<file path="config.mk">
export PLATFORM = sky130hd
export DESIGN_NAME = result_collector
export DESIGN_NICKNAME = d
export VERILOG_FILES = /design/src/rtl/result_collector_pkg.sv /design/src/rtl/result_bank.sv /design/src/rtl/result_collector.sv
export SDC_FILE = /design/constraint.sdc
export NUM_CORES = 1
export LEC_CHECK = 0
export ABC_AREA = 1
export CORE_ASPECT_RATIO = 2
export CORE_MARGIN = 5
export CORE_UTILIZATION = 30
export CTS_CLUSTER_DIAMETER = 40
export DETAILED_ROUTE_END_ITERATION = 8
export GPL_ROUTABILITY_DRIVEN = 1
export PLACE_DENSITY = 0.53
export SYNTH_ARGS = -nofsm -noshare
export SYNTH_HDL_FRONTEND = slang
export SYNTH_SLANG_ARGS = --single-unit
</file>
<file path="constraint.sdc">
create_clock -name clk_i -period 13.1 [get_ports clk_i]
set_input_delay 2.62 -clock clk_i [delete_from_list [all_inputs] [get_ports clk_i]]
set_output_delay 2.62 -clock clk_i [all_outputs]
set_load 0.02 [all_outputs]
</file>
<file path="src/rtl/result_collector_pkg.sv">
// Shared types for the result collector: FSM state encodings, read-out order, index widths.
package result_collector_pkg;

  typedef enum logic {WIdle, WCollect} w_state_e;
  typedef enum logic {RIdle, RStream} r_state_e;
  typedef enum logic {OrderRow, OrderCol} order_e;

  // Index width for n entries, never narrower than one bit.
  function automatic int unsigned idx_width(input int unsigned n);
    return (n > 1) ? $clog2(n) : 1;
  endfunction

endpackage

</file>
<file path="src/rtl/result_bank.sv">
// One ROWSxCOLS tile store: writes a whole column per cycle, reads one element by index.
module result_bank
  import result_collector_pkg::*;
#(
  parameter int unsigned ROWS       = 3,
  parameter int unsigned COLS       = 3,
  parameter int unsigned DATA_WIDTH = 32,
  localparam int unsigned RowW      = idx_width(ROWS),
  localparam int unsigned ColW      = idx_width(COLS)
) (
  input  logic                            clk_i,
  input  logic                            wr_en_i,
  input  logic [ColW-1:0]                 wr_col_i,
  input  logic [ROWS-1:0][DATA_WIDTH-1:0] wr_data_i,
  input  logic [RowW-1:0]                 rd_row_i,
  input  logic [ColW-1:0]                 rd_col_i,
  output logic [DATA_WIDTH-1:0]           rd_data_o
);

  // Contents are deliberately not reset; validity is tracked by the owner.
  logic [DATA_WIDTH-1:0] r_mem [ROWS][COLS];

  always_ff @(posedge clk_i) begin
    if (wr_en_i) begin
      for (int r = 0; r < ROWS; r++) begin
        r_mem[r][wr_col_i] <= wr_data_i[r];
      end
    end
  end

  assign rd_data_o = r_mem[rd_row_i][rd_col_i];

endmodule

</file>
<file path="src/rtl/result_collector.sv">
// Captures drained systolic-array columns into rotating tile banks and streams full tiles
// out over valid/ready, so collection of the next tile overlaps read-out of the current one.
module result_collector
  import result_collector_pkg::*;
#(
  parameter int unsigned ROWS       = 3,
  parameter int unsigned COLS       = 3,
  parameter int unsigned DATA_WIDTH = 32,
  parameter int unsigned NUM_BANKS  = 2,
  localparam int unsigned BankW     = idx_width(NUM_BANKS),
  localparam int unsigned CntW      = $clog2(NUM_BANKS + 1),
  localparam int unsigned RowW      = idx_width(ROWS),
  localparam int unsigned ColW      = idx_width(COLS)
) (
  input  logic                            clk_i,
  input  logic                            rstn_i,
  input  logic                            start_i,
  input  logic [ROWS-1:0][DATA_WIDTH-1:0] data_i,
  input  logic [COLS-1:0]                 drain_i,
  input  logic                            col_major_i,
  output logic [DATA_WIDTH-1:0]           out_data_o,
  output logic                            out_valid_o,
  input  logic                            out_ready_i,
  output logic                            out_last_o,
  output logic [BankW-1:0]                out_bank_o,
  output logic                            collecting_o,
  output logic [CntW-1:0]                 full_banks_o,
  output logic                            overflow_o
);

  localparam logic [ColW-1:0]  ColLast  = ColW'(COLS - 1);
  localparam logic [RowW-1:0]  RowLast  = RowW'(ROWS - 1);
  localparam logic [BankW-1:0] BankLast = BankW'(NUM_BANKS - 1);

  w_state_e              r_wstate, w_wstate_next;
  r_state_e              r_rstate, w_rstate_next;
  order_e                r_order, w_order_next;
  logic                  r_drain_prev;
  logic [ColW-1:0]       r_wcol, w_wcol_next;
  logic [BankW-1:0]      r_wp, w_wp_next;
  logic [BankW-1:0]      r_rp, w_rp_next;
  logic [RowW-1:0]       r_row, w_row_next;
  logic [ColW-1:0]       r_col, w_col_next;
  logic [NUM_BANKS-1:0]  r_full, w_full_next;
  logic [CntW-1:0]       r_full_cnt, w_full_cnt_next;
  logic                  r_overflow;

  logic                  w_pulse, w_wr_en, w_fill, w_free, w_overflow_set, w_last;
  logic [DATA_WIDTH-1:0] w_bank_rd [NUM_BANKS];

  assign w_pulse = (|drain_i) & ~r_drain_prev;

  // Write side: arm on start_i into the bank at the write pointer, fill columns high-to-low.
  always_comb begin
    w_wstate_next  = r_wstate;
    w_wcol_next    = r_wcol;
    w_wp_next      = r_wp;
    w_wr_en        = 1'b0;
    w_fill         = 1'b0;
    w_overflow_set = 1'b0;
    unique case (r_wstate)
      WIdle: begin
        if (start_i) begin
          if (!r_full[r_wp]) begin
            w_wstate_next = WCollect;
            w_wcol_next   = ColLast;
          end else begin
            w_overflow_set = 1'b1;
          end
        end
      end
      WCollect: begin
        if (w_pulse) begin
          w_wr_en = 1'b1;
          if (r_wcol == '0) begin
            w_fill        = 1'b1;
            w_wp_next     = (r_wp == BankLast) ? '0 : r_wp + BankW'(1);
            w_wstate_next = WIdle;
          end else begin
            w_wcol_next = r_wcol - ColW'(1);
          end
        end
      end
      default: w_wstate_next = WIdle;
    endcase
  end

  // Both orders end on element (ROWS-1, COLS-1).
  assign w_last = (r_row == RowLast) && (r_col == ColLast);

  always_comb begin
    w_rstate_next = r_rstate;
    w_order_next  = r_order;
    w_row_next    = r_row;
    w_col_next    = r_col;
    w_rp_next     = r_rp;
    w_free        = 1'b0;
    unique case (r_rstate)
      RIdle: begin
        if (r_full[r_rp]) begin
          w_rstate_next = RStream;
          w_order_next  = col_major_i ? OrderCol : OrderRow;
          w_row_next    = '0;
          w_col_next    = '0;
        end
      end
      RStream: begin
        if (out_ready_i) begin
          if (w_last) begin
            w_free        = 1'b1;
            w_rp_next     = (r_rp == BankLast) ? '0 : r_rp + BankW'(1);
            w_rstate_next = RIdle;
          end else if (r_order == OrderRow) begin
            if (r_col == ColLast) begin
              w_col_next = '0;
              w_row_next = r_row + RowW'(1);
            end else begin
              w_col_next = r_col + ColW'(1);
            end
          end else begin
            if (r_row == RowLast) begin
              w_row_next = '0;
              w_col_next = r_col + ColW'(1);
            end else begin
              w_row_next = r_row + RowW'(1);
            end
          end
        end
      end
      default: w_rstate_next = RIdle;
    endcase
  end

  // Fill and free never target the same bank: a filling bank is empty, a freed one is full.
  always_comb begin
    w_full_next = r_full;
    if (w_fill) w_full_next[r_wp] = 1'b1;
    if (w_free) w_full_next[r_rp] = 1'b0;
    w_full_cnt_next = r_full_cnt + CntW'(w_fill) - CntW'(w_free);
  end

  always_ff @(posedge clk_i or negedge rstn_i) begin
    if (!rstn_i) begin
      r_wstate     <= WIdle;
      r_rstate     <= RIdle;
      r_order      <= OrderRow;
      r_drain_prev <= 1'b0;
      r_wcol       <= ColLast;
      r_wp         <= '0;
      r_rp         <= '0;
      r_row        <= '0;
      r_col        <= '0;
      r_full       <= '0;
      r_full_cnt   <= '0;
      r_overflow   <= 1'b0;
    end else begin
      r_wstate     <= w_wstate_next;
      r_rstate     <= w_rstate_next;
      r_order      <= w_order_next;
      r_drain_prev <= |drain_i;
      r_wcol       <= w_wcol_next;
      r_wp         <= w_wp_next;
      r_rp         <= w_rp_next;
      r_row        <= w_row_next;
      r_col        <= w_col_next;
      r_full       <= w_full_next;
      r_full_cnt   <= w_full_cnt_next;
      r_overflow   <= r_overflow | w_overflow_set;
    end
  end

  for (genvar b = 0; b < NUM_BANKS; b++) begin : g_bank
    result_bank #(
      .ROWS       (ROWS),
      .COLS       (COLS),
      .DATA_WIDTH (DATA_WIDTH)
    ) u_bank (
      .clk_i     (clk_i),
      .wr_en_i   (w_wr_en && (r_wp == BankW'(b))),
      .wr_col_i  (r_wcol),
      .wr_data_i (data_i),
      .rd_row_i  (r_row),
      .rd_col_i  (r_col),
      .rd_data_o (w_bank_rd[b])
    );
  end

  assign out_valid_o  = (r_rstate == RStream);
  assign out_data_o   = out_valid_o ? w_bank_rd[r_rp] : '0;
  assign out_last_o   = out_valid_o & w_last;
  assign out_bank_o   = r_rp;
  assign collecting_o = (r_wstate == WCollect);
  assign full_banks_o = r_full_cnt;
  assign overflow_o   = r_overflow;

endmodule

</file>
Yosys cells after proc, flatten, opt, wreduce, memory -nomap -nowiden. Memory sizes are Yosys's and may differ from the RTL's. Index checks and enable logic that the tools add are counted.

RAM bits: 576. Output and inout port bits: 39. Register bits: 17. Memories kept: 2. Input port bits: 104. Word-level logic and storage cells: 134.

Add/subtract/negate cells: 7. Bitwise logic cells: 13. Equality and inequality tests: 11. Reductions and logical operators: 14. Mux-type cells: 67. Magnitude comparators: 8.

Memory list: g_bank[0].u_bank.r_mem (words 3, width 96, read ports 1, clocked after Yosys merged registers in 0, wr ports 3, line result_bank.sv:21) `logic [DATA_WIDTH-1:0] r_mem [ROWS][COLS];`; g_bank[1].u_bank.r_mem (words 3, width 96, read ports 1, clocked after Yosys merged registers in 0, wr ports 3, line result_bank.sv:21).

Operators by type and width (count): 32-bit 2-to-1 mux (9); 96-bit 2-to-1 mux (2); 32-bit binary-select mux with 2-bit select (2); 32-bit demux with 2-bit select (1); 2-bit 2-to-1 mux (17); 1-bit 2-to-1 mux (29); 2-bit != test, second input constant (6); 2-bit case mux with 2 select lines (3); 4-bit AND reduction (3); 3-bit greater-or-equal comparator, second input constant (2); 1-bit logical AND (6); 2-bit inverter with 3-bit output (2); 3-bit AND reduction (2); 2-bit by 1-bit adder with 2-bit output, second input constant (2); 2-bit equality test, second input constant (2); 1-bit by 2-bit less-than comparator with 1-bit output, second input constant (2); 1-bit inverter (4); 1-bit case mux with 2 select lines (2); 3-bit by 1-bit less-than comparator with 1-bit output, second input constant (1); 3-bit by 1-bit != test with 1-bit output, second input constant (1); 3-bit by 2-bit != test with 1-bit output, second input constant (1); 3-bit OR reduction (1); 1-bit adder, second input constant (2); 2-bit by 1-bit adder with 2-bit output (1); 14 further kinds (17).

Depth between registers and ports, before layout. Gate-level depths: netlist of run 1.

Word-level depth: 8. Mapped depth: 11. Gate-level depth less buffers: 9.

Hierarchy. A second synthesis of run 1 with hierarchy kept.

Cell total of the unflattened synthesis: 2277. Area total of the unflattened synthesis: 24772.5 um^2.

By module, submodules not included: result_bank (g_bank[0].u_bank) (sequential area each 8648.3 um^2, times used 1, cells an instance 1025, area an instance 11711.2 um^2); result_bank (g_bank[1].u_bank) (sequential area each 8648.3 um^2, times used 1, cells an instance 1025, area an instance 11695.0 um^2); result_collector (sequential area each 426.7 um^2, times used 1, cells an instance 227, area an instance 1366.3 um^2).

Worst setup path before layout of run 1. Ideal clock, no wire load.

Kind: input port to flip-flop. Start point: in drain_i[2]. End point: mem g_bank[0].u_bank.r_mem[0][64] (netlist name), enable pin. Required time: 12.547 ns. Library setup time: 0.553 ns. Stages on the path: 6. Path buffers: 0. Path slack: 5.426 ns. Arrival time: 7.121 ns. Cell sequence: nor2_1 > nand2_1 > nand2_1 > nor2_1 > nand2_1 > nor2_1.

RTL lines: from (decl) (line result_collector.sv:19) `input logic [COLS-1:0] drain_i,`; to (decl) (line result_bank.sv:21).

Worst setup path after layout of run 1.
Start point: reg r_row[0]. End point: out out_data_o[4].

Longest elaborated chain between the ends: 8. Elaborated cells between the ends (all ways): 12. Classes of those cells: mux (10); memory (2).

RTL lines: from (decl) (line result_collector.sv:42) `logic [RowW-1:0] r_row, w_row_next;`; from (signal assigned) (line result_collector.sv:164) `r_row <= w_row_next;`; memory read 3 x 96 bit; 32-bit binary-select mux with 2-bit select (line result_bank.sv:31) `assign rd_data_o = r_mem[rd_row_i][rd_col_i];`; 32-bit 2-to-1 mux (not written as such) (2 in a row) (line result_bank.sv:31); 32-bit 2-to-1 mux (not written as such) * (3 in a row) (line result_collector.sv:189) `assign out_data_o = out_valid_o ? w_bank_rd[r_rp] : '0;`; 32-bit 2-to-1 mux * (line result_collector.sv:189); to (decl) (line result_collector.sv:21) `output logic [DATA_WIDTH-1:0] out_data_o,`.

Every way passes the cells marked *; elsewhere a longest branch is shown, timed or not. The select of a mux whose other input is x is not followed.

==> out/qor.yml, run 1 <==
drtIter0Drc: 920
hold_viol_final: 0
hold_start: "overflow_o$_DFF_PN0_"
fin_crit_ns: 7.729
worstPathMaxFanout: 68
maxSlewHeadroom_pct: 20.92
cts_tree: "built"
path_buf_inv: 4
clockBufferDepth: 3
fin_crit_sh_pct: 59.00
vias: 14990
slew_viol_final: 0
power_frac_seq_pct: 39.1
insertion_delay_ns: 0.60
outcome: "completed"
wl_met1_um: 24220
cpMostUsedCell: "nand2_1"
rsz0062_at_grt: "no"
cts_resized: 0
routabilityCongestion: 0.7256
p_int_mw: 3.712
finalNonFillerCells: 3162
cts.sinks: 593
antenna_found_initial: 7
synthesis.instances: 1978
grt_pass1_wl_um: 90920
vdd_drop_max_v: 0.0001337
grt_pass1_vias: 15500
num_rows: 145
grt_max_degree: 101
arrival_ns: 5.11
dieArea_um2: 84660
ios: 143
required_ns: 10.48
cts_setup_buffers: 0
drc: 0
skew_ns: 0.04159
die_width_um: 208.3
power.share.clock_pct: 27.1
syn_nets: 2087
fmaxAchievable_mhz: 129.4
io_buffers: 142
core-area_um2: 78010
cts-htree-levels: 2
ys_seq_area_share_pct: 75.15
tightest_slew_ns: 1.186
combPwrFrac_pct: 33.8
nets: 2201
grt_use_total_pct: 13.84
postRouteAntennaNets: 0
worst_path_largest_cell_delay_ns: 0.88
yosys_warnings: 0
area_delta_synth_final_pct: 17.72
crit_path_cell_trace: "buf_4, inv_2, nor2_4, buf_4, nand2_1, nand3_1, nand2_1, nand2_1, nor2_1, nor2_1, clkdlybuf4s50_1"
final_area_um2: 27760
avgRoutedWirePerCell_um: 18.87
hpwl_um: 33350
synth_area_um2: 23580
clkTransAtPathRegs_ns: 0.06
synth-seq-cells: 593
cts_hold_buf: 0
sw_frac_of_total_pct: 36.11
drt-vias-per-instance: 4.742
drt-total-wl_um: 59660
endpoint_kind: "output port"
setup_total_negative_slack_ns: 0
cts-buffers-inserted: 51
cpLargestDelayFamily: "buffers and inverters"
cts-root-buf: "clkbuf_16"
crit_slowest_cell: "buf_4"
floorplan.initialDensity_pct: 30.23
top_layer: "met5"
wl_met2_um: 31230
drive_gt1_share_pct: 5.722
p_switching_mw: 2.098
p_per_area_nw_per_um2: 209.3
dr_wl_met3_um: 2631
postPlaceCellArea_um2: 26000
worst-setup-path-type: "reg -> out"
p_leak_nw: 9.874
synth_cell_types: 28
finalSetupViolations: 0
grt_overflow: 0
die_h_um: 406.5
first_pass_iters: 5
hp-class: "reg -> reg"
post_synth.cell_area_avg_um2: 11.92
startpoint_type: "flip-flop"
place_inst: 3068
crit_path_start: "r_row[0]$_DFFE_PN0P_"
cap_viol_max_count: 0
r2r-start: "r_row[0]$_DFFE_PN0P_"
-- worst reg2reg max path, cell delays in order, from the launching register on --
cell	delay, ns
dfrtp_4	0.74
buf_4	0.71
inv_2	0.15
nor2_4	0.69
buf_4	0.89
nand4_1	0.18
o21ai_0	0.11
-- power groups by stage --
stage | Sequential (mW) | Combinational [mW] | Clock (mW)
finish | 2.27 | 1.96 | 1.58
global route | 2.28 | 2.19 | 1.69
CTS | 2.27 | 2.00 | 1.62
detailed placement | 2.31 | 2.00 | 0
global placement | 2.31 | 1.97 | 0
floorplan | 2.26 | 1.31 | 0
-- final cells by class --
class                   count  area [um^2]
clock buffers              56         1316
clock inverters            37        441.7
multi-input cells        1263         5316
well taps                1029         1287
inverters                  18        71.32
fillers                  7625        50250
repair buffers            165         1594
flip-flops and latches    593        17730
diodes                      1        2.502
-- cells by family after synthesis --
kind of cell	after synthesis	share of synthesized area, %
adders and majority gates	5	0.2653
xor gates and xnor gates	4	0.1486
and+or+nand+nor	1210	20.90
DFF	593	75.15
AOI/OAI and AO/OA	44	0.9762
buffers and inverters	122	2.562
-- worst paths after layout --
path / cells after the start / end / slack, ns
min reg2reg: 1 / overflow_o$_DFF_PN0_ / 0.47
max: 11 / out_data_o[4] / 5.37
max in group asynchronous: 1 / r_row[0]$_DFFE_PN0P_ / 10.00
min in group asynchronous: 1 / out_bank_o$_DFFE_PN0P_ / 2.51
max reg2reg: 6 / r_row[1]$_DFFE_PN0P_ / 9.53
min: 1 / overflow_o$_DFF_PN0_ / 0.47
-- cell usage after synthesis --
cell type / n / area (um^2)
nand2_1: 827 / 3104
edfxtp_1: 576 / 17300
nand3_1: 291 / 1456
nor2_1: 86 / 322.8
buf_2: 57 / 285.3
o21ai_1: 30 / 150.1
clkbuf_1: 26 / 97.59
dfrtp_1: 16 / 400.4
inv_1: 14 / 52.55
buf_4: 10 / 75.07
o21ai_0: 7 / 35.03
buf_1: 6 / 22.52
buf_6: 5 / 56.30
ha_1: 5 / 62.56
inv_2: 3 / 11.26
a21oi_1: 2 / 10.01
a31oi_1: 2 / 12.51
nor2_4: 2 / 22.52
nor3_1: 2 / 10.01
xnor2_1: 2 / 17.52
xor2_1: 2 / 17.52
a211oi_1: 1 / 7.510
a21o_1: 1 / 7.510
clkinv_1: 1 / 3.750
dfstp_2: 1 / 26.28
nand4_1: 1 / 6.260
o31ai_1: 1 / 7.510
or2_2: 1 / 6.260
-- registers in the layout, indices dropped and copies added (netlist names) --
name,flops
collecting_o,1
r_drain_prev,1
out_bank_o,1
full_banks_o,2
out_valid_o,1
g_bank.u_bank.r_mem,576
r_row,2
r_full,2
r_order,1
overflow_o,1
r_col,2
r_wcol,2
r_wp,1
-- metal layers --
layer  track usage (%)  vias to the layer above
met5                 0                        -
met4             4.175                       12
met3             2.339                       90
met2             25.84                      337
met1             16.22                     7527
li1                  -                     7028
-- per-stage QoR --
step | total power, mW | util, % | worst slack [ns] | hold slack, ns
floorplan | 3.565 | - | 5.426 | 0.4513
global placement | 4.281 | 33.33 | 6.006 | 0.4406
detailed placement | 4.310 | 33.33 | 5.943 | 0.4606
CTS | 5.896 | 35.58 | 5.303 | 0.4804
global route | 6.160 | 35.59 | 5.007 | 0.5105
finish | 5.810 | 35.59 | 5.371 | 0.4705
-- cell usage in the layout (no fill, tap or decap), types with 2 or more instances in the layout --
| master | n |
|---|---|
| nor2_1 | 78 |
| clkbuf_1 | 4 |
| buf_4 | 23 |
| a31oi_1 | 2 |
| nand3_1 | 291 |
| clkinv_4 | 2 |
| o21ai_1 | 30 |
| o21ai_0 | 7 |
| nor2_4 | 10 |
| a21oi_1 | 2 |
| nor3_1 | 2 |
| nand2_1 | 827 |
| ha_1 | 5 |
| xor2_1 | 2 |
| inv_1 | 14 |
| bufinv_16 | 8 |
| edfxtp_1 | 576 |
| clkinvlp_4 | 4 |
| inv_2 | 2 |
| clkinv_1 | 10 |
| dfrtp_2 | 2 |
| dfrtp_4 | 2 |
| inv_6 | 3 |
| clkbuf_16 | 52 |
| dfrtp_1 | 12 |
| clkdlybuf4s50_1 | 142 |
| clkinv_8 | 3 |
| xnor2_1 | 2 |
| clkinv_2 | 7 |
(Power assumes the default switching activity.)
==> inputs of run 2 (changes only) <==
Settings changed: PLACE_DENSITY 0.53 to 0.55.
Clock period 13.1 ns to 7 ns, I/O delays scaled along.
==> run 2 against run 1 <==
Effect of this change: sequential power increased by 85%; combinational power increased by 95%; core utilization increased by 0.49 points; cell area increased by 1.4%; die area unchanged; register-to-register slack got worse by 5.5 ns; sequential share of layout area decreased by 0.86 points; clock power increased by 110%.
==> out/qor.yml, run 2 (same netlist as run 1, synthesis figures left out) <==
slew_viol_final: 0  # unchanged
fin_crit_ns: 5.229
drtIter0Drc: 883  # -4.0%
pre_cts_slack_ns: 2.311  # -3.631 ns
arrival_ns: 3.83  # -1.28 ns
cts-htree-levels: 2  # unchanged
clkTransAtPathRegs_ns: 0.06  # about the same
cts-buffers-inserted: 58  # +14%
worstPathMaxFanout: 39  # -43%
cts_hold_buf: 0  # unchanged
area_delta_synth_final_pct: 19.33
mostFrequentLayoutCells: "nand2_1, edfxtp_1, nand3_1"
hp-class: "reg -> reg"
hold_start: "overflow_o$_DFF_PN0_"
r2r-start: "collecting_o$_DFF_PN0_"
postRouteAntennaNets: 0  # unchanged
grt_pass1_wl_um: 91870  # +1.0%
cts_tree: "built"
io_buffers: 142  # unchanged
drt-total-wl_um: 61180  # +2.6%
startpoint_type: "flip-flop"
cts_resized: 0  # unchanged
vias: 14960  # -0.22%
layout_commonest_cell: "nand2_1"
finalSetupViolations: 0  # unchanged
core-area_um2: 78010  # unchanged
die_width_um: 208.3  # unchanged
cap_viol_max_count: 0  # unchanged
cts_setup_buffers: 0  # unchanged
reg2reg_slack_ns: 4.06  # -5.47 ns
drt-vias-per-instance: 4.702  # -0.85%
setup_ws_ns: 1.771  # -3.600 ns
p_leak_nw: 10.04  # +1.7%
dieArea_um2: 84660  # unchanged
drive_gt1_share_pct: 6.605  # +0.88 points
cts-root-buf: "clkbuf_16"
cts.sinks: 593  # unchanged
grt_overflow: 0  # unchanged
hpwl_um: 35500  # +6.4%
fin_crit_sh_pct: 74.70
worst-setup-path-type: "reg -> out"
skew_ns: 0.01733  # -0.02427 ns
grt_pass1_vias: 15470  # -0.16%
num_rows: 145  # unchanged
r2r-end: "g_bank[1].u_bank.r_mem[0][79]$_DFFE_PP_"
nets: 2211  # +0.45%
worstHoldPathCells: 1  # unchanged
hold_viol_final: 0  # unchanged
largest_register: "g_bank.u_bank.r_mem"
largest_reg_flops: 576  # unchanged
power_mw: 11.28  # +94%
vdd_drop_max_v: 0.0002162  # +62%
hold_end: "overflow_o$_DFF_PN0_"
floorplan.initialDensity_pct: 30.23  # unchanged
clockBufferDepth: 3  # unchanged
fmaxAchievable_mhz: 191.2
insertion_delay_ns: 0.61  # about the same
routabilityCongestion: 0.7626  # +5.1%
avgRoutedWirePerCell_um: 19.23  # +1.9%
tightest_slew_ns: 1.210  # +0.02341 ns
rsz0062_at_grt: "no"
outcome: "completed"
p_per_area_nw_per_um2: 400.9  # +92%
antenna_found_initial: 6  # -1
worst-r2r-cell-count: 5  # -1
maxSlewHeadroom_pct: 19.16  # -1.8 points
required_ns: 5.60  # -4.88 ns
grt_use_total_pct: 14.10  # +0.26 points
first_pass_iters: 5  # unchanged
drc: 0  # unchanged
ios: 143  # unchanged
die_h_um: 406.5  # unchanged
setup_total_negative_slack_ns: 0  # unchanged
grt_max_degree: 97  # -4.0%
endpoint_kind: "output port"
==> run 2: cell count changes in the layout (fill, tap and decap cells not counted), sizes merged <==
| cell | before | now |
|---|---|---|
| buf | 23 | 26 |
| clkbuf | 56 | 67 |
| clkinv | 22 | 19 |
| clkinvlp | 4 | 6 |
| diode | 1 | 3 |
| inv | 21 | 26 |
==> run 2: through the flow <==
| stage | hold slack (ns) | utilization (%) | area (um^2) | std cells |
|---|---|---|---|---|
| global route | 0.4748 | 36.06 | 28130 | 3179 |
| detailed placement | 0.4469 | 33.45 | 26100 | 3071 |
| floorplan | 0.4513 | - | 23580 | 1978 |
| finish | 0.4592 | 36.07 | 28140 | 3182 |
| global placement | 0.4379 | 33.45 | 26100 | 3071 |
| CTS | 0.4621 | 36.06 | 28130 | 3179 |
==> run 2: routing by layer <==
metal	track usage [%]	share of wire (%)	up-vias	wire [um]
met1	16.21	39	7389	23870
li1	-	-	7063	-
met5	0	0.038	-	23
met3	2.293	5.0	118	3057
met4	5.063	3.2	4	1969
met2	26.34	53	387	32260
==> run 2: worst max-delay path by stage <==
| stage | from | end | slack (ns) | depth (start not counted) |
|---|---|---|---|---|
| final | r_row[1]$_DFFE_PN0P_ | out_data_o[23] | 1.77 | 9 |
| after global routing | r_row[1]$_DFFE_PN0P_ | out_data_o[29] | 1.55 | 9 |
| after CTS | r_row[1]$_DFFE_PN0P_ | out_data_o[29] | 1.65 | 9 |
| after detailed placement | r_row[1]$_DFFE_PN0P_ | out_data_o[29] | 2.31 | 9 |
| after global placement | r_row[1]$_DFFE_PN0P_ | out_data_o[29] | 2.32 | 9 |
| after floorplan | drain_i[2] | g_bank[0].u_bank.r_mem[0][64]$_DFFE_PP_ | 0.55 | 6 |
==> run 2: critical path: stages (launching register included) <==
cell	delay, ns
dfrtp_4	0.64
nor2_4	0.96
buf_12	0.31
nand2_1	0.09
nand3_1	0.07
nand2_1	0.05
nand2_1	0.11
nor2_1	0.05
nor2_1	0.23
clkdlybuf4s50_1	0.67
==> run 2: layout make-up <==
cell class	count	area, um^2
clock buffer	67	1526
multi-input combinational	1263	5316
sequential	593	17730
antenna	3	7.507
inverter	18	68.82
tap	1029	1287
fill	7530	49870
clock inverter	41	510.5
timing repair buffer	168	1692
==> run 2: where the power goes <==
group	switching (mW)	internal, mW
registers	0.115	4.08
clock network	1.37	1.89
logic	2.58	1.24
